<file path="config.mk">
export PLATFORM = sky130hd
export DESIGN_NAME = dmem_wait_ctrl_flat
export DESIGN_NICKNAME = d
export VERILOG_FILES = /design/src/rtl/dmem_if.sv /design/src/rtl/dmem_wait_ctrl.sv /design/src/flat_wrapper.sv
export SDC_FILE = /design/constraint.sdc
export NUM_CORES = 1
export LEC_CHECK = 0
export BUFFER_PORTS_ARGS = -buffer_cell sky130_fd_sc_hd__buf_2
export CAP_MARGIN = 10
export CORE_MARGIN = 3
export CORE_UTILIZATION = 49
export DETAILED_ROUTE_END_ITERATION = 6
export PLACE_DENSITY = 0.8
export SLEW_MARGIN = 20
export SYNTH_ARGS = -nofsm -noshare
export SYNTH_HDL_FRONTEND = slang
export SYNTH_SLANG_ARGS = --single-unit
</file>
<file path="constraint.sdc">
create_clock -name clk -period 1.93 [get_ports clk]
set_input_delay 0.2895 -clock clk [delete_from_list [all_inputs] [get_ports clk]]
set_output_delay 0.2895 -clock clk [all_outputs]
set_load 0.05 [all_outputs]
</file>
<file path="src/rtl/dmem_if.sv">
// dmem_if: MEM-stage request, memory-side handshake and status signals of the data-memory wait controller
interface dmem_if;
  logic en;
  logic rd;
  logic wr;
  logic [31:0] addr;
  logic [1:0] size;
  logic sext;
  logic [31:0] wdata;
  logic [31:0] rdata;
  logic dmem_wait;
  logic mem_req;
  logic mem_we;
  logic [29:0] mem_addr;
  logic [3:0] mem_be;
  logic [31:0] mem_wdata;
  logic mem_ack;
  logic [31:0] mem_rdata;
  logic err_timeout;
  logic err_misalign;
  modport slave (
    input en, rd, wr, addr, size, sext, wdata, mem_ack, mem_rdata,
    output rdata, dmem_wait, mem_req, mem_we, mem_addr, mem_be, mem_wdata, err_timeout, err_misalign
  );
  modport master (
    output en, rd, wr, addr, size, sext, wdata, mem_ack, mem_rdata,
    input rdata, dmem_wait, mem_req, mem_we, mem_addr, mem_be, mem_wdata, err_timeout, err_misalign
  );
endinterface

</file>
<file path="src/rtl/dmem_wait_ctrl.sv">
// dmem_wait_ctrl: stalls the MEM stage while one big-endian data-memory access runs, with timeout and alignment checks
module dmem_wait_ctrl #(
  parameter int TIMEOUT = 255
) (
  input logic clk,
  input logic rst,
  dmem_if.slave bus
);
  typedef enum logic [1:0] {IDLE, REQ, WAIT, DONE} state_t;
  localparam int CW = $clog2(TIMEOUT + 1);
  state_t state_q, state_d;
  logic [CW-1:0] cnt_q, cnt_d;
  logic [31:0] addr_q, addr_d, wd_q, wd_d, rdata_q, rdata_d;
  logic [1:0] size_q, size_d;
  logic [3:0] be_q, be_d;
  logic sext_q, sext_d, we_q, we_d, to_q, to_d, mis_q, mis_d;
  logic acc, aligned, new_acc;
  logic [4:0] sh;
  logic [31:0] lane, ext;
  always_comb begin
    acc = bus.en & (bus.rd | bus.wr);
    aligned = bus.size == 2'd0 | (bus.size == 2'd1 ? ~bus.addr[0] : bus.addr[1:0] == 2'b00);
    new_acc = acc & aligned;
    // big-endian: lane 0 lives in the top byte, so shift down by the distance from the top
    sh = size_q == 2'd0 ? {~addr_q[1:0], 3'b000} : {~addr_q[1], 4'b0000};
    lane = bus.mem_rdata >> sh;
    ext = size_q == 2'd0 ? {{24{sext_q & lane[7]}}, lane[7:0]} :
          size_q == 2'd1 ? {{16{sext_q & lane[15]}}, lane[15:0]} : bus.mem_rdata;
  end
  always_comb begin
    state_d = state_q;
    cnt_d = cnt_q;
    addr_d = addr_q;
    size_d = size_q;
    sext_d = sext_q;
    we_d = we_q;
    be_d = be_q;
    wd_d = wd_q;
    rdata_d = rdata_q;
    to_d = to_q;
    mis_d = mis_q;
    case (state_q)
      IDLE: begin
        mis_d = mis_q | (acc & ~aligned);
        if (new_acc) begin
          state_d = REQ;
          addr_d = bus.addr;
          size_d = bus.size;
          sext_d = bus.sext;
          we_d = bus.wr;
          be_d = bus.size == 2'd0 ? 4'b1000 >> bus.addr[1:0] :
                 bus.size == 2'd1 ? (bus.addr[1] ? 4'b0011 : 4'b1100) : 4'b1111;
          wd_d = bus.size == 2'd0 ? {4{bus.wdata[7:0]}} :
                 bus.size == 2'd1 ? {2{bus.wdata[15:0]}} : bus.wdata;
        end
      end
      REQ: begin
        state_d = WAIT;
        cnt_d = '0;
      end
      WAIT: begin
        if (bus.mem_ack) begin
          state_d = DONE;
          rdata_d = we_q ? rdata_q : ext;
        end else if (cnt_q == CW'(TIMEOUT - 1)) begin
          state_d = DONE;
          rdata_d = '0;
          to_d = 1'b1;
        end else begin
          cnt_d = cnt_q + CW'(1);
        end
      end
      DONE: state_d = IDLE;
      default: state_d = IDLE;
    endcase
  end
  always_ff @(posedge clk) begin
    if (rst) begin
      state_q <= IDLE;
      cnt_q <= '0;
      addr_q <= '0;
      size_q <= '0;
      sext_q <= 1'b0;
      we_q <= 1'b0;
      be_q <= '0;
      wd_q <= '0;
      rdata_q <= '0;
      to_q <= 1'b0;
      mis_q <= 1'b0;
    end else begin
      state_q <= state_d;
      cnt_q <= cnt_d;
      addr_q <= addr_d;
      size_q <= size_d;
      sext_q <= sext_d;
      we_q <= we_d;
      be_q <= be_d;
      wd_q <= wd_d;
      rdata_q <= rdata_d;
      to_q <= to_d;
      mis_q <= mis_d;
    end
  end
  assign bus.dmem_wait = ~rst & (state_q == IDLE ? new_acc : (state_q == REQ || state_q == WAIT));
  assign bus.mem_req = ~rst & (state_q == REQ);
  assign bus.mem_we = bus.mem_req & we_q;
  assign bus.mem_addr = addr_q[31:2];
  assign bus.mem_be = be_q;
  assign bus.mem_wdata = wd_q;
  assign bus.rdata = rdata_q;
  assign bus.err_timeout = to_q;
  assign bus.err_misalign = mis_q;
endmodule

</file>
<file path="src/flat_wrapper.sv">
// flat-port wrapper written by rule: the top's interface ports become plain ports
module dmem_wait_ctrl_flat 
#(
  parameter int TIMEOUT = 255
)
  (clk, rst, bus_en, bus_rd, bus_wr, bus_addr, bus_size, bus_sext, bus_wdata, bus_mem_ack, bus_mem_rdata, bus_rdata, bus_dmem_wait, bus_mem_req, bus_mem_we, bus_mem_addr, bus_mem_be, bus_mem_wdata, bus_err_timeout, bus_err_misalign);
  dmem_if bus_i ();
  input logic clk;
  input logic rst;
  input wire logic [$bits(bus_i.en)-1:0] bus_en;
  input wire logic [$bits(bus_i.rd)-1:0] bus_rd;
  input wire logic [$bits(bus_i.wr)-1:0] bus_wr;
  input wire logic [$bits(bus_i.addr)-1:0] bus_addr;
  input wire logic [$bits(bus_i.size)-1:0] bus_size;
  input wire logic [$bits(bus_i.sext)-1:0] bus_sext;
  input wire logic [$bits(bus_i.wdata)-1:0] bus_wdata;
  input wire logic [$bits(bus_i.mem_ack)-1:0] bus_mem_ack;
  input wire logic [$bits(bus_i.mem_rdata)-1:0] bus_mem_rdata;
  output wire logic [$bits(bus_i.rdata)-1:0] bus_rdata;
  output wire logic [$bits(bus_i.dmem_wait)-1:0] bus_dmem_wait;
  output wire logic [$bits(bus_i.mem_req)-1:0] bus_mem_req;
  output wire logic [$bits(bus_i.mem_we)-1:0] bus_mem_we;
  output wire logic [$bits(bus_i.mem_addr)-1:0] bus_mem_addr;
  output wire logic [$bits(bus_i.mem_be)-1:0] bus_mem_be;
  output wire logic [$bits(bus_i.mem_wdata)-1:0] bus_mem_wdata;
  output wire logic [$bits(bus_i.err_timeout)-1:0] bus_err_timeout;
  output wire logic [$bits(bus_i.err_misalign)-1:0] bus_err_misalign;
  assign bus_i.en = bus_en;
  assign bus_i.rd = bus_rd;
  assign bus_i.wr = bus_wr;
  assign bus_i.addr = bus_addr;
  assign bus_i.size = bus_size;
  assign bus_i.sext = bus_sext;
  assign bus_i.wdata = bus_wdata;
  assign bus_i.mem_ack = bus_mem_ack;
  assign bus_i.mem_rdata = bus_mem_rdata;
  assign bus_rdata = bus_i.rdata;
  assign bus_dmem_wait = bus_i.dmem_wait;
  assign bus_mem_req = bus_i.mem_req;
  assign bus_mem_we = bus_i.mem_we;
  assign bus_mem_addr = bus_i.mem_addr;
  assign bus_mem_be = bus_i.mem_be;
  assign bus_mem_wdata = bus_i.mem_wdata;
  assign bus_err_timeout = bus_i.err_timeout;
  assign bus_err_misalign = bus_i.err_misalign;
  dmem_wait_ctrl #(.TIMEOUT(TIMEOUT)) u_core (.clk(clk), .rst(rst), .bus(bus_i));
endmodule
</file>
==> Word level (Yosys, flattened, before mapping) <==
Cells that the tools add are included.
{ "word_totals": {"inputBits": 105, "reg_bits": 116} }
{ "classes": {"n_eq_ne": 11, "shift": 2, "addsub": 1, "n_mux": 20, "bitwise": 17, "n_reduce_logical": 12} }
{ "ops": {"columns": ["operator", "count"], "rows": [
  ["$mux 32", 7],
  ["$shr 32x5->16", 1],
  ["$mux 8", 2],
  ["$pmux 8 s2", 1],
  ["$mux 4", 3],
  ["$reduce_and 3->1", 3],
  ["$add 8x1->8 const B", 1],
  ["$and 1x1->1", 8],
  ["$eq 8x8->1 const B", 1],
  ["$logic_not 2->1", 4],
  ["$pmux 2 s4", 1],
  ["$eq 2x1->1 const B", 3],
  ["$mux 2", 3],
  ["$ne 2x2->1 const B", 3],
  ["$mux 5", 1],
  ["$not 1->1", 5],
  ["$eq 2x2->1 const B", 2],
  ["$reduce_and 2->1", 2],
  ["$reduce_bool 2->1", 2],
  ["$shr 4x2->4 const A", 1],
  ["$ne 3x2->1 const B", 1],
  ["$or 1x1->1", 3],
  ["$mux 1", 2],
  ["$ne 2x1->1 const B", 1],
  ["2 further kinds", 2]
]} }

==> Longest topological paths before layout <==
Gate-level depths: netlist of run 1.
{ "logic_depth": {"depth_word": 8, "mapped_depth": 8, "depth_no_buf": 6} }

==> Worst setup path before layout of run 1 <==
OpenSTA, ideal clock, no wires.
{ "synth_path": {"kind": "flip-flop to output port", "startpoint": "register u_core.state_q[1]", "endpoint": "output port bus_mem_we", "t_arrival_ns": 1.830, "stages_incl_launch_ff": 5, "setup_slack_ns": -0.189, "n_path_buf": 0, "t_required_ns": 1.640, "path_cell_list": "dfxtp_1 > inv_1 > ha_1 > nor2b_1 > and2_1"} }
{ "synth_between": {"elab_chain_cells": 3} }
{ "synth_rtl": {"columns": ["element", "line_no", "source"], "rows": [
  ["start, declared", "dmem_wait_ctrl.sv:11", "state_t state_q, state_d;"],
  ["start signal, assigned", "dmem_wait_ctrl.sv:91", "state_q <= state_d;"],
  ["$eq 2x1->1", "dmem_wait_ctrl.sv:105", "assign bus.mem_req = ~rst & (state_q == REQ);"],
  ["$and 1x1->1", "dmem_wait_ctrl.sv:105", null],
  ["net bus_mem_req", "flat_wrapper.sv:21", "output wire logic [$bits(bus_i.mem_req)-1:0] bus_mem_req;"],
  ["$and 1x1->1", "dmem_wait_ctrl.sv:106", "assign bus.mem_we = bus.mem_req & we_q;"],
  ["end, declared", "flat_wrapper.sv:22", "output wire logic [$bits(bus_i.mem_we)-1:0] bus_mem_we;"]
]} }
The timed path passes the listed nets, and every way through them passes these cells.

==> Final worst setup path of run 1 <==
{ "layout_path": {"startpoint": "register u_core.state_q[0]", "endpoint": "output port bus_dmem_wait"} }
{ "layout_between": {"elab_chain_cells": 4, "word_cells_on_any_way": 6, "cone_classes": "2 x eq/ne; 1 x mux; 1 x bitwise; 2 x reduce/logical"} }
{ "layout_rtl": {"columns": ["element", "line_no", "source"], "rows": [
  ["$eq 2x1->1 / $eq 2x2->1 (equally long branches)", "dmem_wait_ctrl.sv:104", "assign bus.dmem_wait = ~rst & (state_q == IDLE ? new_acc : (state_q == REQ || state_q == WAIT));"],
  ["$logic_or 1x1->1", "dmem_wait_ctrl.sv:104", null],
  ["$mux 1 (*)", "dmem_wait_ctrl.sv:104", null],
  ["$and 1x1->1 (*)", "dmem_wait_ctrl.sv:104", null],
  ["end, declared", "flat_wrapper.sv:20", "output wire logic [$bits(bus_i.dmem_wait)-1:0] bus_dmem_wait;"]
]} }
Every way passes the cells marked *; elsewhere a longest branch is shown, timed or not.

==> flow_metrics.py, run 1 <==
metrics = {
    "sta": {
        "worst_clock_skew_ns": 0.00699,
        "max_freq_mhz": 537,
        "final.min_clock_period_ns": 1.86,
        "totalNegativeSetupSlack_ns": 0,
        "worst_slew_margin_rel_pct": 62.1,
        "layout_setup_ws_ns": 0.0673,
        "worst-slew-pin-transition_ns": 0.566,
        "maxSlewViolCount": 0,
        "finalSetupViolations": 0,
        "timing.final.crit_share_pct": 96.5,
        "finalHoldViolations": 0,
        "grt_setup_unrepaired": "false",
    },
    "synthesis": {
        "biggest_area_contributors_in_the_synthesized_netlist": "dfxtp_1, nand2_1, a21oi_1",
        "yosys.cell_count.top_type": "nand2_1",
        "ys_warn_count": 0,
        "post-synth-top-area-cell": "dfxtp_1",
        "ys_top_cells_by_count": "nand2_1, dfxtp_1, a21oi_1",
        "synth-edff-count": 0,
        "synthArstFlopShare_pct": 0,
        "syn_avg_cell_area_sq_um": 8.07,
        "post_synth_inst_count": 658,
        "syn_nets": 769,
        "ys_ff_latch": 116,
        "ys_seq_area_share_pct": 43.7,
        "ys_dominant_reg_cell": "dfxtp_1",
        "synth.distinct_cells": 50,
        "yosysTopAreaCellShare_pct": 43.7,
        "syn-cell-area_sq_um": 5310,
    },
    "placed_design": {
        "count_of_input_and_output_buffers": 207,
        "post-place-cells": 942,
        "gpl.final_weighted_congestion": 0.890,
        "pre_cts_ws_ns": 0.171,
        "detailedPlacementHpwl_mm": 11.3,
    },
    "critical_path": {
        "criticalPathCategory": "register to primary output",
        "crit_start": "u_core.state_q[0]",
        "critPathCaptureType": "primary output",
        "cp-start-kind": "register",
        "timing.critical_path.arrival_ns": 1.57,
        "critical_path_peak_fanout": 3,
        "worstPathRequired_ns": 1.64,
        "r2r-start": "u_core.cnt_q[0]",
    },
    "final_layout": {
        "diodes": 0,
        "final_layout_size_suffix_gt1_share_pct": 32.5,
        "area.growth.synth_to_final_pct": 32.2,
        "fillers": 883,
        "nets": 946,
        "finalNonFillerCells": 984,
    },
    "route": {
        "detail_route.iter0.violations": 385,
        "post_drt_via_cell_ratio": 5.42,
        "route.vias.total": 5333,
        "postRouteWirelength_mm": 15.4,
        "detail_route.first_pass.iterations": 5,
        "drt_drc": 0,
        "final_antenna_net_count": 0,
        "wl_per_cell_microns": 15.6,
    },
    "die": {
        "core_sq_um": 10400,
        "io-pin-count": 208,
        "floorplan.die.width_microns": 110,
        "design.die.area_sq_um": 12100,
        "floorplan.rows": 37,
        "start_util_pct": 51.0,
        "dieHeight_microns": 110,
    },
    "clock_tree": {
        "cts.sinks": 116,
        "worst_case_clock_buffer_depth": 2,
        "root_buffer": "clkbuf_8",
        "clkSlewWorstSetupHoldPaths_ns": 0.06,
        "numCtsBuffers": 17,
        "clkLatencyLatePin_ns": 0.51,
        "cts_htree_levels": 4,
        "cts_tree": "done",
    },
    "run_status": {
        "status": "completed",
    },
    "global_route": {
        "first_global_vias": 4903,
        "track_usage_pct": 24.8,
        "grtUsageMet3_pct": 6.23,
        "grt_pass1_wl_mm": 23.5,
        "grt_most_used_layer": "met2",
        "grt_met2_use_pct": 43.1,
        "antenna_found_initial": 0,
        "grt_remaining_overflow": 0,
        "grt_start_max_net_pins": 82,
        "gr-usage-met1_pct": 28.8,
    },
    "hold_path": {
        "timing.hold.worst.start": "bus_addr[22]",
        "worstHoldPathType": "input pin to register",
    },
    "power_and_ir_drop": {
        "peakVddDrop_uv": 599,
        "total_leakage_power_nw": 3.12,
        "power.density_nw_per_um2": 1150,
    },
    "job": {
        "max_cap_viols": 0,
    },
}
## critical path, stage by stage, from the launching register on
cell and delay (ns):
dfxtp_4 0.38, inv_4 0.05, ha_4 0.26, nand2_2 0.06
a21oi_2 0.14, buf_6 0.18
## power breakdown
| group | total [mW] | internal (mW) | switching (mW) |
|---|---|---|---|
| logic | 2.23 | 0.705 | 1.53 |
| registers | 2.77 | 2.62 | 0.143 |
| clock network | 3.10 | 2.00 | 1.10 |
| total | 8.10 | 5.33 | 2.77 |
## routing by layer
| metal | routed length (microns) | share of wire [%] |
|---|---|---|
| met1 | 6030 | 39 |
| met2 | 7500 | 49 |
| met3 | 1420 | 9.2 |
| met4 | 442 | 2.9 |
| met5 | 0 | 0 |
## placed cells by master, fill, tap and decap left out, types with 11 or more instances in the layout
cell type	count
a211oi_1	11
o21ai_1	11
a21oi_1	66
o21ai_0	35
dfxtp_1	114
buf_2	205
clkbuf_16	16
nor2b_1	25
buf_4	14
nor2_1	34
mux2i_1	21
nand2_1	151
## sequential cells by signal, summed over array words and instances, names as in the netlist
name / cells
u_core.size_q: 2
u_core.addr_q: 32
u_core.bus.err_timeout: 1
u_core.bus.mem_wdata: 32
u_core.bus.err_misalign: 1
u_core.state_q: 2
u_core.bus.rdata: 32
u_core.sext_q: 1
u_core.we_q: 1
u_core.cnt_q: 8
u_core.bus.mem_be: 4
## layout make-up
cell class	instances	area (sq um)	area share, %
Multi-Input combinational cell	457	2570	36.7
Sequential cell	116	2330	33.1
Timing Repair Buffer	233	1310	18.7
Clock buffer	20	435	6.20
Tap cell	136	170	2.42
Clock inverter	12	156	2.23
Inverter	10	42.5	0.606
## what timing repair did
item,in CTS,in global routing
setup buffers,1,1
hold buffers,8,0
setup endpoints to repair,2,12
pin swaps,2,2
hold endpoints to repair,8,0
resized for setup,9,8
## stage by stage
stage          hold slack, ns  util (%)  area, sq um  power, mW
2_1_floorplan           0.425         -         5320       4.39
3_3_place_gp            0.430      60.3         6280       4.85
3_5_place_dp            0.439      60.3         6280       4.92
4_1_cts             0.0000605      67.1         6990       8.10
5_1_grt               0.00853      67.4         7020       8.47
6_report               0.0164      67.4         7020       8.10
## cell families after synthesis
kind of cell	count (synthesis)	share of synthesized area [%]
and+or+nand+nor	252	21.5
AOI/OAI and AO/OA	171	19.4
DFF	116	43.7
buffers and inverters	85	8.74
muxes	24	4.59
adders and majority gates	6	1.41
xor gates and xnor gates	4	0.660
## worst paths after layout
| check | end | slack [ns] | cells past startpoint |
|---|---|---|---|
| max | bus_dmem_wait | 0.07 | 5 |
| min | u_core.addr_q[22] | 0.02 | 3 |
| max reg2reg | u_core.bus.rdata[24] | 0.16 | 7 |
| min reg2reg | u_core.bus.rdata[22] | 0.44 | 2 |
No activity file was read; power rests on OpenSTA's default activity.
==> inputs of run 2 (changes only) <==
Settings changed: PLACE_DENSITY 0.8 to 0.88.
==> run 2 against run 1 <==
Against the previous run: clock skew is 0.0042 ns higher; fmax hardly changed; sequential power hardly changed; via count is 1.0% lower; flip-flop and latch count stayed put; count of clock-buffer cells in the layout is 2 higher; setup slack worse by 0.0017 ns.
==> flow_metrics.py, run 2 (synthesis gave the netlist of run 1 again) <==
metrics = {
    "critical_path": {
        "cp-start-kind": "register",
        "timing.critical_path.arrival_ns": 1.57,
        "critPathCaptureType": "primary output",
        "worstPathRequired_ns": 1.64,
        "critical_path_peak_fanout": 4,
        "criticalPathCategory": "register to primary output",
    },
    "route": {
        "detail_route.iter0.violations": 332,
        "final_antenna_net_count": 0,
        "drt_drc": 0,
        "detail_route.first_pass.iterations": 7,
        "postRouteWirelength_mm": 15.4,
        "post_drt_via_cell_ratio": 5.40,
        "route.vias.total": 5278,
        "wl_per_cell_microns": 15.7,
    },
    "sta": {
        "worst_slew_margin_rel_pct": 54.2,
        "finalHoldViolations": 0,
        "maxSlewViolCount": 0,
        "final.hold.worst_slack_ns": 0.0183,
        "totalNegativeSetupSlack_ns": 0,
        "worst_clock_skew_ns": 0.0112,
        "finalSetupViolations": 0,
        "worst-slew-pin-transition_ns": 0.680,
        "timing.final.crit_share_pct": 96.6,
        "grt_setup_unrepaired": "true",
        "final.min_clock_period_ns": 1.86,
        "max_freq_mhz": 536,
    },
    "final_layout": {
        "multi_input_comb_area_sq_um": 2580,
        "finalNonFillerCells": 977,
        "final_common_cell": "buf_2",
        "nets": 940,
        "layout.cell_area.non_filler_sq_um": 6950,
        "diodes": 0,
        "final_layout_size_suffix_gt1_share_pct": 32.6,
        "fillers": 860,
        "layout.cells.most_common_list": "buf_2, nand2_1, dfxtp_1",
        "area.growth.synth_to_final_pct": 30.8,
        "area.sequential_sq_um": 2320,
    },
    "placed_design": {
        "post-place-cells": 943,
        "gpl.final_weighted_congestion": 0.838,
        "count_of_input_and_output_buffers": 207,
        "detailedPlacementHpwl_mm": 10.9,
        "placedInstanceArea_sq_um": 6300,
    },
    "clock_tree": {
        "root_buffer": "clkbuf_8",
        "worst_case_clock_buffer_depth": 2,
        "cts_htree_levels": 4,
        "cts_tree": "done",
        "clkLatencyLatePin_ns": 0.50,
        "cts.sinks": 116,
        "clkSlewWorstSetupHoldPaths_ns": 0.06,
        "numCtsBuffers": 17,
    },
    "die": {
        "io-pin-count": 208,
        "design.die.area_sq_um": 12100,
        "start_util_pct": 51.0,
        "floorplan.die.width_microns": 110,
        "dieHeight_microns": 110,
        "floorplan.rows": 37,
        "core_sq_um": 10400,
    },
    "power_and_ir_drop": {
        "power.density_nw_per_um2": 1160,
        "total_leakage_power_nw": 3.10,
        "peakVddDrop_uv": 796,
    },
    "job": {
        "max_cap_viols": 0,
    },
    "global_route": {
        "grt_remaining_overflow": 0,
        "grt_pass1_wl_mm": 23.1,
        "antenna_found_initial": 0,
        "first_global_vias": 4790,
        "track_usage_pct": 24.1,
        "grt_start_max_net_pins": 56,
    },
    "run_status": {
        "status": "completed",
    },
    "hold_path": {
        "worstHoldPathType": "input pin to register",
    },
}
run 2: per-layer routing:
| metal | track usage (%) | vias up | share of wire (%) |
|---|---|---|---|
| met5 | 0 | - | 0 |
| met4 | 9.32 | 0 | 2.9 |
| met3 | 8.15 | 35 | 8.9 |
| met2 | 41.7 | 246 | 49 |
| met1 | 27.2 | 2427 | 39 |
| li1 | - | 2570 | - |
run 2: report_power, final:
group          internal [mW]  switching, mW  leakage, nW
Sequential              2.62          0.128        0.942
Combinational          0.691           1.53         1.88
Clock                   2.02           1.07        0.281
Total                   5.33           2.73         3.10
run 2: repair_timing:
action,CTS,global route
setup buffers,1,1
pin swaps,2,2
endpoints found under the hold margin,0,0
cloned,0,1
hold buffers,0,0
setup endpoints to repair,2,9
resized for setup,7,5
run 2: final cells by class:
type | count | share of cell area [%]
sequential | 116 | 33.5
multi-input combinational | 458 | 37.1
inverter | 10 | 0.576
clock buffer | 22 | 6.52
tap | 136 | 2.45
clock inverter | 9 | 1.86
timing repair buffer | 226 | 18.0
run 2: final timing paths:
path | startpoint | end | slack, ns | cells past startpoint
min | bus_addr[21] | u_core.addr_q[21] | 0.02 | 3
min reg2reg | u_core.bus.rdata[26] | u_core.bus.rdata[26] | 0.44 | 2
max | u_core.state_q[1] | bus_dmem_wait | 0.07 | 5
max reg2reg | u_core.state_q[0] | u_core.bus.rdata[24] | 0.15 | 6
run 2: worst max-delay path: stages, from the launching register on:
cell and delay (ns):
dfxtp_2 0.35, inv_4 0.05, ha_4 0.26, nand2_1 0.06, a21oi_2 0.16, buf_6 0.18
run 2: through the flow:
| step | worst slack (ns) | power, mW | utilization, % |
|---|---|---|---|
| after floorplan | 0.0716 | 4.39 | - |
| after global placement | 0.224 | 4.88 | 60.5 |
| after detailed placement | 0.139 | 4.92 | 60.5 |
| after CTS | 0.0174 | 8.07 | 66.3 |
| after global routing | -0.0146 | 8.41 | 66.7 |
| final | 0.0656 | 8.06 | 66.7 |
==> inputs of run 3 (changes only) <==
Settings changed: CORE_MARGIN 3 to not set.
==> run 3 against run 2 <==
Against the previous run: final cell count up 1.2%; setup slack better by 0.0018 ns; via count up 1.6%; critical endpoint unchanged; sequential share of layout area down 0.29 points; die area down 7.1%.
==> flow_metrics.py, run 3 (synthesis gave the netlist of run 1 again) <==
metrics = {
    "route": {
        "post_drt_via_cell_ratio": 5.42,
        "drt_drc": 0,
        "detail_route.first_pass.iterations": 5,
        "route.vias.total": 5362,
        "final_antenna_net_count": 0,
        "detail_route.iter0.violations": 383,
        "wl_per_cell_microns": 15.4,
        "postRouteWirelength_mm": 15.2,
    },
    "critical_path": {
        "critical_path.cell_chain": "inv_4 -> ha_4 -> nand4_1 -> a21oi_2 -> buf_6",
        "critPathMaxStageDelay_ns": 0.34,
        "cp-start-kind": "register",
        "cpLargestDelayFamily": "flip-flops",
        "critical_path_peak_fanout": 4,
        "worst_path_depth": 5,
        "crit_start": "u_core.state_q[0]",
        "r2r-start": "u_core.state_q[0]",
        "critPathCaptureType": "primary output",
        "timing.critical_path.arrival_ns": 1.57,
        "worstPathRequired_ns": 1.64,
        "critical_path.slowest_cell": "dfxtp_2",
        "reg2reg_depth": 6,
        "criticalPathCategory": "register to primary output",
        "critical_path.n_buffers_inverters": 2,
    },
    "global_route": {
        "track_usage_pct": 27.3,
        "first_global_vias": 5145,
        "grt_remaining_overflow": 0,
        "grtUsageMet3_pct": 7.54,
        "grt_pass1_wl_mm": 24.5,
        "gr-usage-met1_pct": 30.5,
        "grt_most_used_layer": "met2",
        "antenna_found_initial": 0,
        "grt_met2_use_pct": 48.6,
        "grt_start_max_net_pins": 81,
    },
    "power_and_ir_drop": {
        "peakVddDrop_uv": 780,
        "overall_power_mw": 8.05,
        "total_leakage_power_nw": 3.15,
        "power.density_nw_per_um2": 1150,
    },
    "die": {
        "floorplan.rows": 37,
        "floorplan.die.width_microns": 106,
        "core_sq_um": 10400,
        "start_util_pct": 51.0,
        "dieHeight_microns": 106,
        "io-pin-count": 208,
        "design.die.area_sq_um": 11300,
    },
    "clock_tree": {
        "clkSlewWorstSetupHoldPaths_ns": 0.07,
        "root_buffer": "clkbuf_8",
        "clkLatencyLatePin_ns": 0.50,
        "worst_case_clock_buffer_depth": 2,
        "cts_htree_levels": 4,
        "cts_tree": "done",
        "cts.sinks": 116,
        "numCtsBuffers": 17,
    },
    "sta": {
        "finalSetupViolations": 0,
        "maxSlewViolCount": 0,
        "timing.final.crit_share_pct": 96.5,
        "final.hold.worst_slack_ns": 0.0239,
        "grt_setup_unrepaired": "true",
        "finalHoldViolations": 0,
        "worst-slew-pin-transition_ns": 0.528,
        "layout_setup_ws_ns": 0.0674,
        "worst_slew_margin_rel_pct": 64.6,
        "final.min_clock_period_ns": 1.86,
        "max_freq_mhz": 537,
        "worst_clock_skew_ns": 0.00871,
    },
    "hold_path": {
        "hold_path_depth": 3,
        "timing.hold.worst.start": "bus_addr[29]",
        "worstHoldPathType": "input pin to register",
    },
    "final_layout": {
        "final_layout_size_suffix_gt1_share_pct": 32.8,
        "nets": 951,
        "layout.cells.most_common_list": "buf_2, nand2_1, dfxtp_1",
        "multi_input_comb_area_sq_um": 2560,
        "fillers": 891,
        "final_common_cell": "buf_2",
        "area.growth.synth_to_final_pct": 31.9,
        "postLayoutCoreUtil_pct": 67.3,
        "diodes": 0,
        "layout.cell_area.non_filler_sq_um": 7010,
        "area.sequential_sq_um": 2320,
    },
    "placed_design": {
        "placedInstanceArea_sq_um": 6290,
        "detailedPlacementHpwl_mm": 10.6,
        "pre_cts_ws_ns": 0.166,
        "count_of_input_and_output_buffers": 207,
        "gpl.final_weighted_congestion": 0.845,
    },
    "run_status": {
        "status": "completed",
    },
    "job": {
        "max_cap_viols": 0,
    },
}
[run 3: cell count changes in the layout (fill, tap and decap cells not counted), moves of 2 or more]
cell,before,now
buf_4,14,20
clkbuf_8,3,1
clkbuf_1,3,0
clkinv_4,1,3
dlygate4sd3_1,0,9
buf_12,5,2
inv_6,0,6
[run 3: layout make-up]
cell class / count / area share (%)
multi-input cells: 457 / 36.5
flip-flops and latches: 116 / 33.2
repair buffers: 238 / 19.0
clock buffers: 17 / 5.91
well taps: 136 / 2.43
clock inverters: 15 / 2.39
inverters: 10 / 0.607
[run 3: report_power, final]
part	leakage, nW	internal [mW]	total (mW)	switching [mW]
clock network	0.286	1.87	3.08	1.21
registers	0.942	2.62	2.75	0.136
logic	1.92	0.694	2.22	1.53
total	3.15	5.18	8.05	2.87
[run 3: stage by stage]
| stage | setup TNS, ns | std cells |
|---|---|---|
| CTS | 0 | 988 |
| finish | 0 | 989 |
| global route | -0.0143 | 989 |
| global placement | 0 | 947 |
| detailed placement | 0 | 947 |
| floorplan | 0 | 658 |
[run 3: path summary, 6_finish.rpt]
path	to	slack [ns]
setup / recovery	bus_dmem_wait	0.07
setup reg to reg	u_core.bus.rdata[18]	0.18
hold reg to reg	u_core.bus.rdata[27]	0.44
hold / removal	u_core.addr_q[29]	0.02
[run 3: metal layers]
layer	share of wire, %	vias up
met5	0	-
met4	2.1	0
met3	7.9	29
met2	50	284
met1	40	2459
li1	-	2590
[run 3: repair_timing]
item / CTS / global route
buffers inserted: 0 / 1
gates cloned: 0 / 0
hold buffers: 9 / 0
resized for setup: 8 / 5
pin swaps: 1 / 1
endpoints found under the hold margin: 9 / 0
endpoints found under the setup margin: 2 / 2
[run 3: worst min-delay path: stages]
cell and delay (ns):
buf_2 0.09, nand2_1 0.05, a21oi_1 0.05
